<file path="src/rtl/rptr_empty_lvl.sv">
// Read-side FIFO pointer engine: binary/Gray read pointer, empty/almost-empty flags, fill level.
// Optional underflow status/counter enabled by defining RPTR_UNDERFLOW_ERR_EN.
module rptr_empty_lvl #(
  parameter int ADDRSIZE = 4,
  parameter int UFCNT_W  = 8
) (
  input  logic                i_rclk,
  input  logic                i_rrst,
  input  logic [ADDRSIZE:0]   i_wptr_sync,
  input  logic                i_r_en,
  input  logic [ADDRSIZE:0]   i_aempty_thresh,
  input  logic                i_uf_clr,
  output logic                o_rempty_flag,
  output logic                o_raempty_flag,
  output logic [ADDRSIZE:0]   o_rlevel,
  output logic [ADDRSIZE-1:0] o_raddr,
  output logic [ADDRSIZE-1:0] o_raddr_next,
  output logic [ADDRSIZE:0]   o_rptr,
  output logic                o_rvalid,
  output logic                o_runderflow,
  output logic [UFCNT_W-1:0]  o_uf_cnt
);

  logic [ADDRSIZE:0] rbin_q, rbin_d;
  logic [ADDRSIZE:0] rgray_q, rgray_d;
  logic [ADDRSIZE:0] level_q, level_d;
  logic [ADDRSIZE:0] wbin_sync;
  logic              rempty_q, raempty_q, rvalid_q;
  logic              rd_fire;

  // Gray-to-binary: each binary bit is the XOR of all Gray bits at or above it.
  for (genvar gi = 0; gi <= ADDRSIZE; gi++) begin : g_gray2bin
    assign wbin_sync[gi] = ^i_wptr_sync[ADDRSIZE:gi];
  end

  assign rd_fire = i_r_en & ~rempty_q;

  always_comb begin
    rbin_d  = rbin_q + {{ADDRSIZE{1'b0}}, rd_fire};
    rgray_d = (rbin_d >> 1) ^ rbin_d;
    level_d = wbin_sync - rbin_d;
  end

  always_ff @(posedge i_rclk) begin
    if (i_rrst) begin
      rbin_q    <= '0;
      rgray_q   <= '0;
      level_q   <= '0;
      rempty_q  <= 1'b1;
      raempty_q <= 1'b1;
      rvalid_q  <= 1'b0;
    end else begin
      rbin_q    <= rbin_d;
      rgray_q   <= rgray_d;
      level_q   <= level_d;
      // Next-state compare lets a read of the last entry assert empty on the same edge.
      rempty_q  <= (rgray_d == i_wptr_sync);
      raempty_q <= (level_d <= i_aempty_thresh);
      rvalid_q  <= rd_fire;
    end
  end

  assign o_rempty_flag  = rempty_q;
  assign o_raempty_flag = raempty_q;
  assign o_rlevel       = level_q;
  assign o_raddr        = rbin_q[ADDRSIZE-1:0];
  assign o_raddr_next   = rbin_d[ADDRSIZE-1:0];
  assign o_rptr         = rgray_q;
  assign o_rvalid       = rvalid_q;

`ifdef RPTR_UNDERFLOW_ERR_EN
  logic               uf_evt;
  logic               runderflow_q;
  logic [UFCNT_W-1:0] uf_cnt_q;

  assign uf_evt = i_r_en & rempty_q;

  always_ff @(posedge i_rclk) begin
    if (i_rrst || i_uf_clr) begin
      runderflow_q <= 1'b0;
      uf_cnt_q     <= '0;
    end else if (uf_evt) begin
      runderflow_q <= 1'b1;
      if (uf_cnt_q != {UFCNT_W{1'b1}}) begin
        uf_cnt_q <= uf_cnt_q + 1'b1;
      end
    end
  end

  assign o_runderflow = runderflow_q;
  assign o_uf_cnt     = uf_cnt_q;
`else
  logic unused_uf_clr;

  assign unused_uf_clr = i_uf_clr;
  assign o_runderflow  = 1'b0;
  assign o_uf_cnt      = '0;
`endif

endmodule

</file>
<file path="config.mk">
export PLATFORM = sky130hd
export DESIGN_NAME = rptr_empty_lvl
export DESIGN_NICKNAME = d
export VERILOG_FILES = /design/src/rtl/rptr_empty_lvl.sv
export SDC_FILE = /design/constraint.sdc
export NUM_CORES = 1
export LEC_CHECK = 0
export ABC_CLOCK_PERIOD_IN_PS = 2500
export BUFFER_PORTS_ARGS = -buffer_cell sky130_fd_sc_hd__buf_2
export CORE_MARGIN = 5
export CORE_UTILIZATION = 43
export DETAILED_ROUTE_END_ITERATION = 7
export PLACE_DENSITY = 0.75
export SYNTH_ARGS = -nofsm -noshare
export SYNTH_HDL_FRONTEND = slang
export SYNTH_SLANG_ARGS = --single-unit
</file>
<file path="constraint.sdc">
create_clock -name i_rclk -period 2.5 [get_ports i_rclk]
set_input_delay 0.125 -clock i_rclk [delete_from_list [all_inputs] [get_ports i_rclk]]
set_output_delay 0.125 -clock i_rclk [all_outputs]
set_load 0.02 [all_outputs]
</file>
# After elaboration in Yosys (flattened, before gate mapping)
# Cells that the tools add are included.
dict set report op_classes {
  addsub 2
  n_lt_le_gt_ge 1
  n_eq_ne 1
  n_bitwise 3
  reduce_logical 4
}
# cell count
set ops {}
lappend ops {{$add 5x1->5} 1}
lappend ops {{$eq 5x5->1} 1}
lappend ops {{$le 5x5->1} 1}
lappend ops {{$reduce_xor 5->1} 1}
lappend ops {{$sub 5x5->5} 1}
lappend ops {{$xor 4x5->5} 1}
lappend ops {{$reduce_xor 4->1} 1}
lappend ops {{$reduce_xor 3->1} 1}
lappend ops {{$reduce_xor 2->1} 1}
lappend ops {{$and 1x1->1} 1}
lappend ops {{$not 1->1} 1}
dict set report word_totals {
  ff_bits 18
  input_bits 14
  out_inout_bits 30
  wordCells 17
}

# Depth between registers and ports, before layout
dict set report logic_depth {
  ltp_word 5
  depth_mapped 14
  mapped_depth_nobuf 14
}

# Worst setup path before layout
# OpenSTA, ideal clock, no wires.
dict set report synth_path {
  path_type {register to register}
  from {register rempty_q, in the netlist o_rempty_flag}
  to {register raempty_q, in the netlist o_raempty_flag}
  setup_ns 0.121
  arrival_ns 2.579
  required_time_ns 2.379
  slack_ns -0.200
  stages_incl_launch_ff 13
  n_path_buf 0
  period_less_slack_ns 2.700
  path_cell_list {dfxtp_1 -> nor2b_4 -> and2_1 -> ha_1 -> xnor2_4 -> ha_1 -> a21o_1 -> a21oi_1 -> xnor2_1 -> ha_1 -> and3_1 -> a31oi_1 -> o21ai_1}
}
dict set report synth_via {
  elab_chain_len 5
}
# item line
set synth_lines {}
lappend synth_lines {{from (decl)} 28} ;# logic rempty_q, raempty_q, rvalid_q;
lappend synth_lines {{from (signal assigned)} 57} ;# rempty_q <= (rgray_d == i_wptr_sync);
lappend synth_lines {{$not 1->1} 36} ;# assign rd_fire = i_r_en & ~rempty_q;
lappend synth_lines {{$and 1x1->1} 36}
lappend synth_lines {{$add 5x1->5} 39} ;# rbin_d = rbin_q + {{ADDRSIZE{1'b0}}, rd_fire};
lappend synth_lines {{$sub 5x5->5} 41} ;# level_d = wbin_sync - rbin_d;
lappend synth_lines {{via level_d[4]} 26} ;# logic [ADDRSIZE:0] level_q, level_d;
lappend synth_lines {{$le 5x5->1} 58} ;# raempty_q <= (level_d <= i_aempty_thresh);
lappend synth_lines {{to (signal assigned)} 58}
lappend synth_lines {{to (decl)} 28}
# The timed path passes the listed nets, and every way through them passes these cells.
# A chain may end at the register's enable or synchronous reset.

# Worst setup path in the final report
dict set report layout_path {
  from {input i_wptr_sync[3]}
  to {register raempty_q, in the netlist o_raempty_flag}
}
dict set report layout_via {
  elab_chain_len 3
  word_cells_on_any_way 6
  classes_between {add/sub (1); order compare (1); reduce/logical (4)}
}
# item line
set layout_lines {}
lappend layout_lines {{from (decl)} 9} ;# input logic [ADDRSIZE:0] i_wptr_sync,
lappend layout_lines {{$reduce_xor 5->1 / $reduce_xor 4->1 (equally long branches)} 33} ;# assign wbin_sync[gi] = ^i_wptr_sync[ADDRSIZE:gi];
lappend layout_lines {{$sub 5x5->5 *} 41}
lappend layout_lines {{via level_d[1]} 26}
lappend layout_lines {{$le 5x5->1 *} 58}
# The timed path passes the listed nets; every way through them passes the cells marked *.

==> qor.csv <==
stage,metric,value,unit
sta,setup_slack,-0.0325,ns
run_status,outcome,finished with violations,
die,start_util,44.2,%
global_route,grt_pass1_wl,3.68,mm
synth,ys_types,26,
final_layout,final_common_cell,buf_2,
final_layout,multi_input_area,757,sq um
pwr,swShare,35.1,%
pwr,power.leakage,0.814,nW
sta,layout_min_cycle_time,2.53,ns
die,dieArea,0.00363,sq mm
sta,drv_slew,0,
synth,synth_top_flop_cell,dfxtp_1,
place,place_congestion,0.769,
clock_network,cts_root_buffer,clkbuf_4,
die,ios,44,
worst_setup_path,crit_required,2.74,ns
drt,routed_via_density,4.43,
place,port_buffers,33,
final_layout,final_area,0.00155,sq mm
sta,hold_viol,0,
sta,setup_viol,1,
run_status,violations,negative setup slack,
worst_setup_path,critPathLaunchType,input port,
global_route,grt_remaining_overflow,0,
die,core_area,0.00245,sq mm
drt,wl,2.41,mm
synth,synthesis.area,0.00108,sq mm
drt,ant_nets,0,
clock_network,cts_hold_buf,0,
drt,remaining_drc_errors,0,
global_route,grt_use_total,13.8,%
hold_path,hold_path.class,in2reg,
sta,setup_tns,-0.0325,ns
global_route,grt_pass1_vias,854,
synth,synth_seq_cells,17,
drt,first_pass_iters,4,
sta,fmax,395,MHz
die,die_h,60.2,microns
pwr,power,0.000848,W
final_layout,drive_gt1_share,48.8,%
worst_setup_path,critPathArrivalTime,2.77,ns
synth,syn_area_per_cell,9.86,sq um
final_layout,final_nets,188,
sta,clock_skew,0.00327,ns
synth,synthCells,110,
global_route,antenna_found_initial,0,
clock_network,clock-sinks,17,
die,fp-row-count,18,
synth,synth_edf_count,0,
pwr,p_int,0.000551,W
clock_network,insertion_delay,0.30,ns
final_layout,area_growth,43.0,%
final_layout,register_area,343,sq um
final_layout,diodes,0,
synth,async_flop_share,0,%
place,hpwl,1.88,mm
final_layout,fillers,201,
pwr,irDropWorstVdd,300,uV
clock_network,tritoncts,built,
place,dp.cells,183,
die,die_x,60.2,microns
pwr,p_per_area,546,mW/mm^2
drt,wire_per_inst,12.5,microns
clock_network,htree_levels,1,
place,placed_cell_area,0.00137,sq mm
worst_setup_path,setup.worst_path.end_class,flip-flop,
flow_run,cap_violations,0,
final_layout,fin_cells,192,
sta,hold-worst-slack,0.174,ns
synth,yosysSeqAreaShare,31.4,%
pwr,p_seq_share,36.2,%
worst_setup_path,crit_type,in2reg,
clock_network,cts_buffer_depth,2,
global_route,grt_max_degree,18,
pwr,clock_power_share,17.9,%
clock_network,cts.clk_slew.worst_paths,0.09,ns
clock_network,cts_buffers,3,
drt,drt-initial-drc-count,5,
pwr,p_sw,0.000297,W
worst_setup_path,cp_max_fo,2,
sta,fin_crit_sh,101,%
sta,rsz0062_at_grt,yes,
synth,yosysWarningCount,0,
final_layout,layout_common_cells,"buf_2 (31), buf_4 (20), dfxtp_1 (15)",
pwr,power_frac_comb,45.9,%
drt,vias,850,
## critical path, cell delays in order
cell and delay (ns):
buf_8 0.10, xor2_4 0.18, xnor2_2 0.21, xor2_2 0.23, xor2_2 0.13, ha_4 0.19
fa_2 0.58, inv_2 0.05, ha_4 0.21, nor2b_4 0.12, o21a_1 0.17, o21a_1 0.18
o21a_1 0.18, o21ai_1 0.12
## stage by stage
stage               setup slack [ns]  util (%)
floorplan                     -0.152         -
global placement              -0.331      56.0
detailed placement            -0.436      56.0
CTS                          -0.0463      59.0
global route                  -0.161      63.2
finish                       -0.0325      63.2
## metal layers
metal | GRT usage (%) | part of all wire, % | vias to the layer above
li1 | - | - | 424
met1 | 15.1 | 37 | 393
met2 | 24.4 | 52 | 26
met3 | 2.81 | 6.8 | 7
met4 | 7.91 | 3.3 | 0
met5 | 0 | 0 | -
## final cells by class
| type | count | area share [%] |
|---|---|---|
| Timing Repair Buffer | 54 | 22.1 |
| Sequential cell | 17 | 22.1 |
| Tap cell | 30 | 2.42 |
| Clock buffer | 4 | 1.69 |
| Inverter | 12 | 2.90 |
| Multi-Input combinational cell | 75 | 48.8 |
## logic make-up after synthesis
family                   count (synthesis)  synth area share, %
adder cells (fa/ha/maj)                 11                 13.4
buffers and inverters                   26                 13.5
AND/OR/NAND/NOR                         23                 11.9
other                                    1                0.346
XOR/XNOR                                22                 23.2
flip-flops                              17                 31.4
AO/OA/AOI/OAI                           10                 6.34
## final timing paths
| path | slack, ns | to | start | depth (start not counted) |
|---|---|---|---|---|
| worst min register to register | 0.69 | o_rvalid | o_rempty_flag | 3 |
| worst max register to register | -0.03 | o_raempty_flag | o_rempty_flag | 12 |
| worst max-delay path | -0.03 | o_raempty_flag | i_wptr_sync[3] | 14 |
| worst min-delay path | 0.17 | o_rlevel[1] | i_rrst | 2 |
## synth_stat cells (2+ instances only)
| cell type | instances | area share (%) |
|---|---|---|
| buf_4 | 13 | 9.0 |
| and2_1 | 2 | 1.2 |
| o21a_1 | 3 | 2.1 |
| nor2_1 | 11 | 3.8 |
| xor2_1 | 10 | 8.1 |
| a21oi_1 | 2 | 0.92 |
| a21o_1 | 2 | 1.4 |
| dfxtp_1 | 17 | 31 |
| xnor2_1 | 8 | 6.5 |
| ha_1 | 10 | 12 |
| nor2b_1 | 6 | 3.5 |
| inv_1 | 12 | 4.2 |
## sequential cells by signal, summed over array words and instances, names as in the netlist
signal,cells
o_rlevel,5
o_raempty_flag,1
rbin_q,5
o_rptr,4
o_rempty_flag,1
o_rvalid,1
## power groups by stage
stage                     sequential (W)  clock (W)  combinational (W)
after floorplan                 0.000346          0           0.000193
after global placement          0.000310          0           0.000303
after detailed placement        0.000311          0           0.000322
after CTS                       0.000306   0.000154           0.000336
after global routing            0.000310   0.000163           0.000429
final                           0.000307   0.000152           0.000389
## timing repair
item | in CTS | in global routing
buffers inserted | 2 | 3
gates resized for setup | 6 | 17
hold endpoints to repair | 0 | 0
pin swaps | 6 | 14
endpoints found under the setup margin | 1 | 1
(Power assumes the default switching activity.)
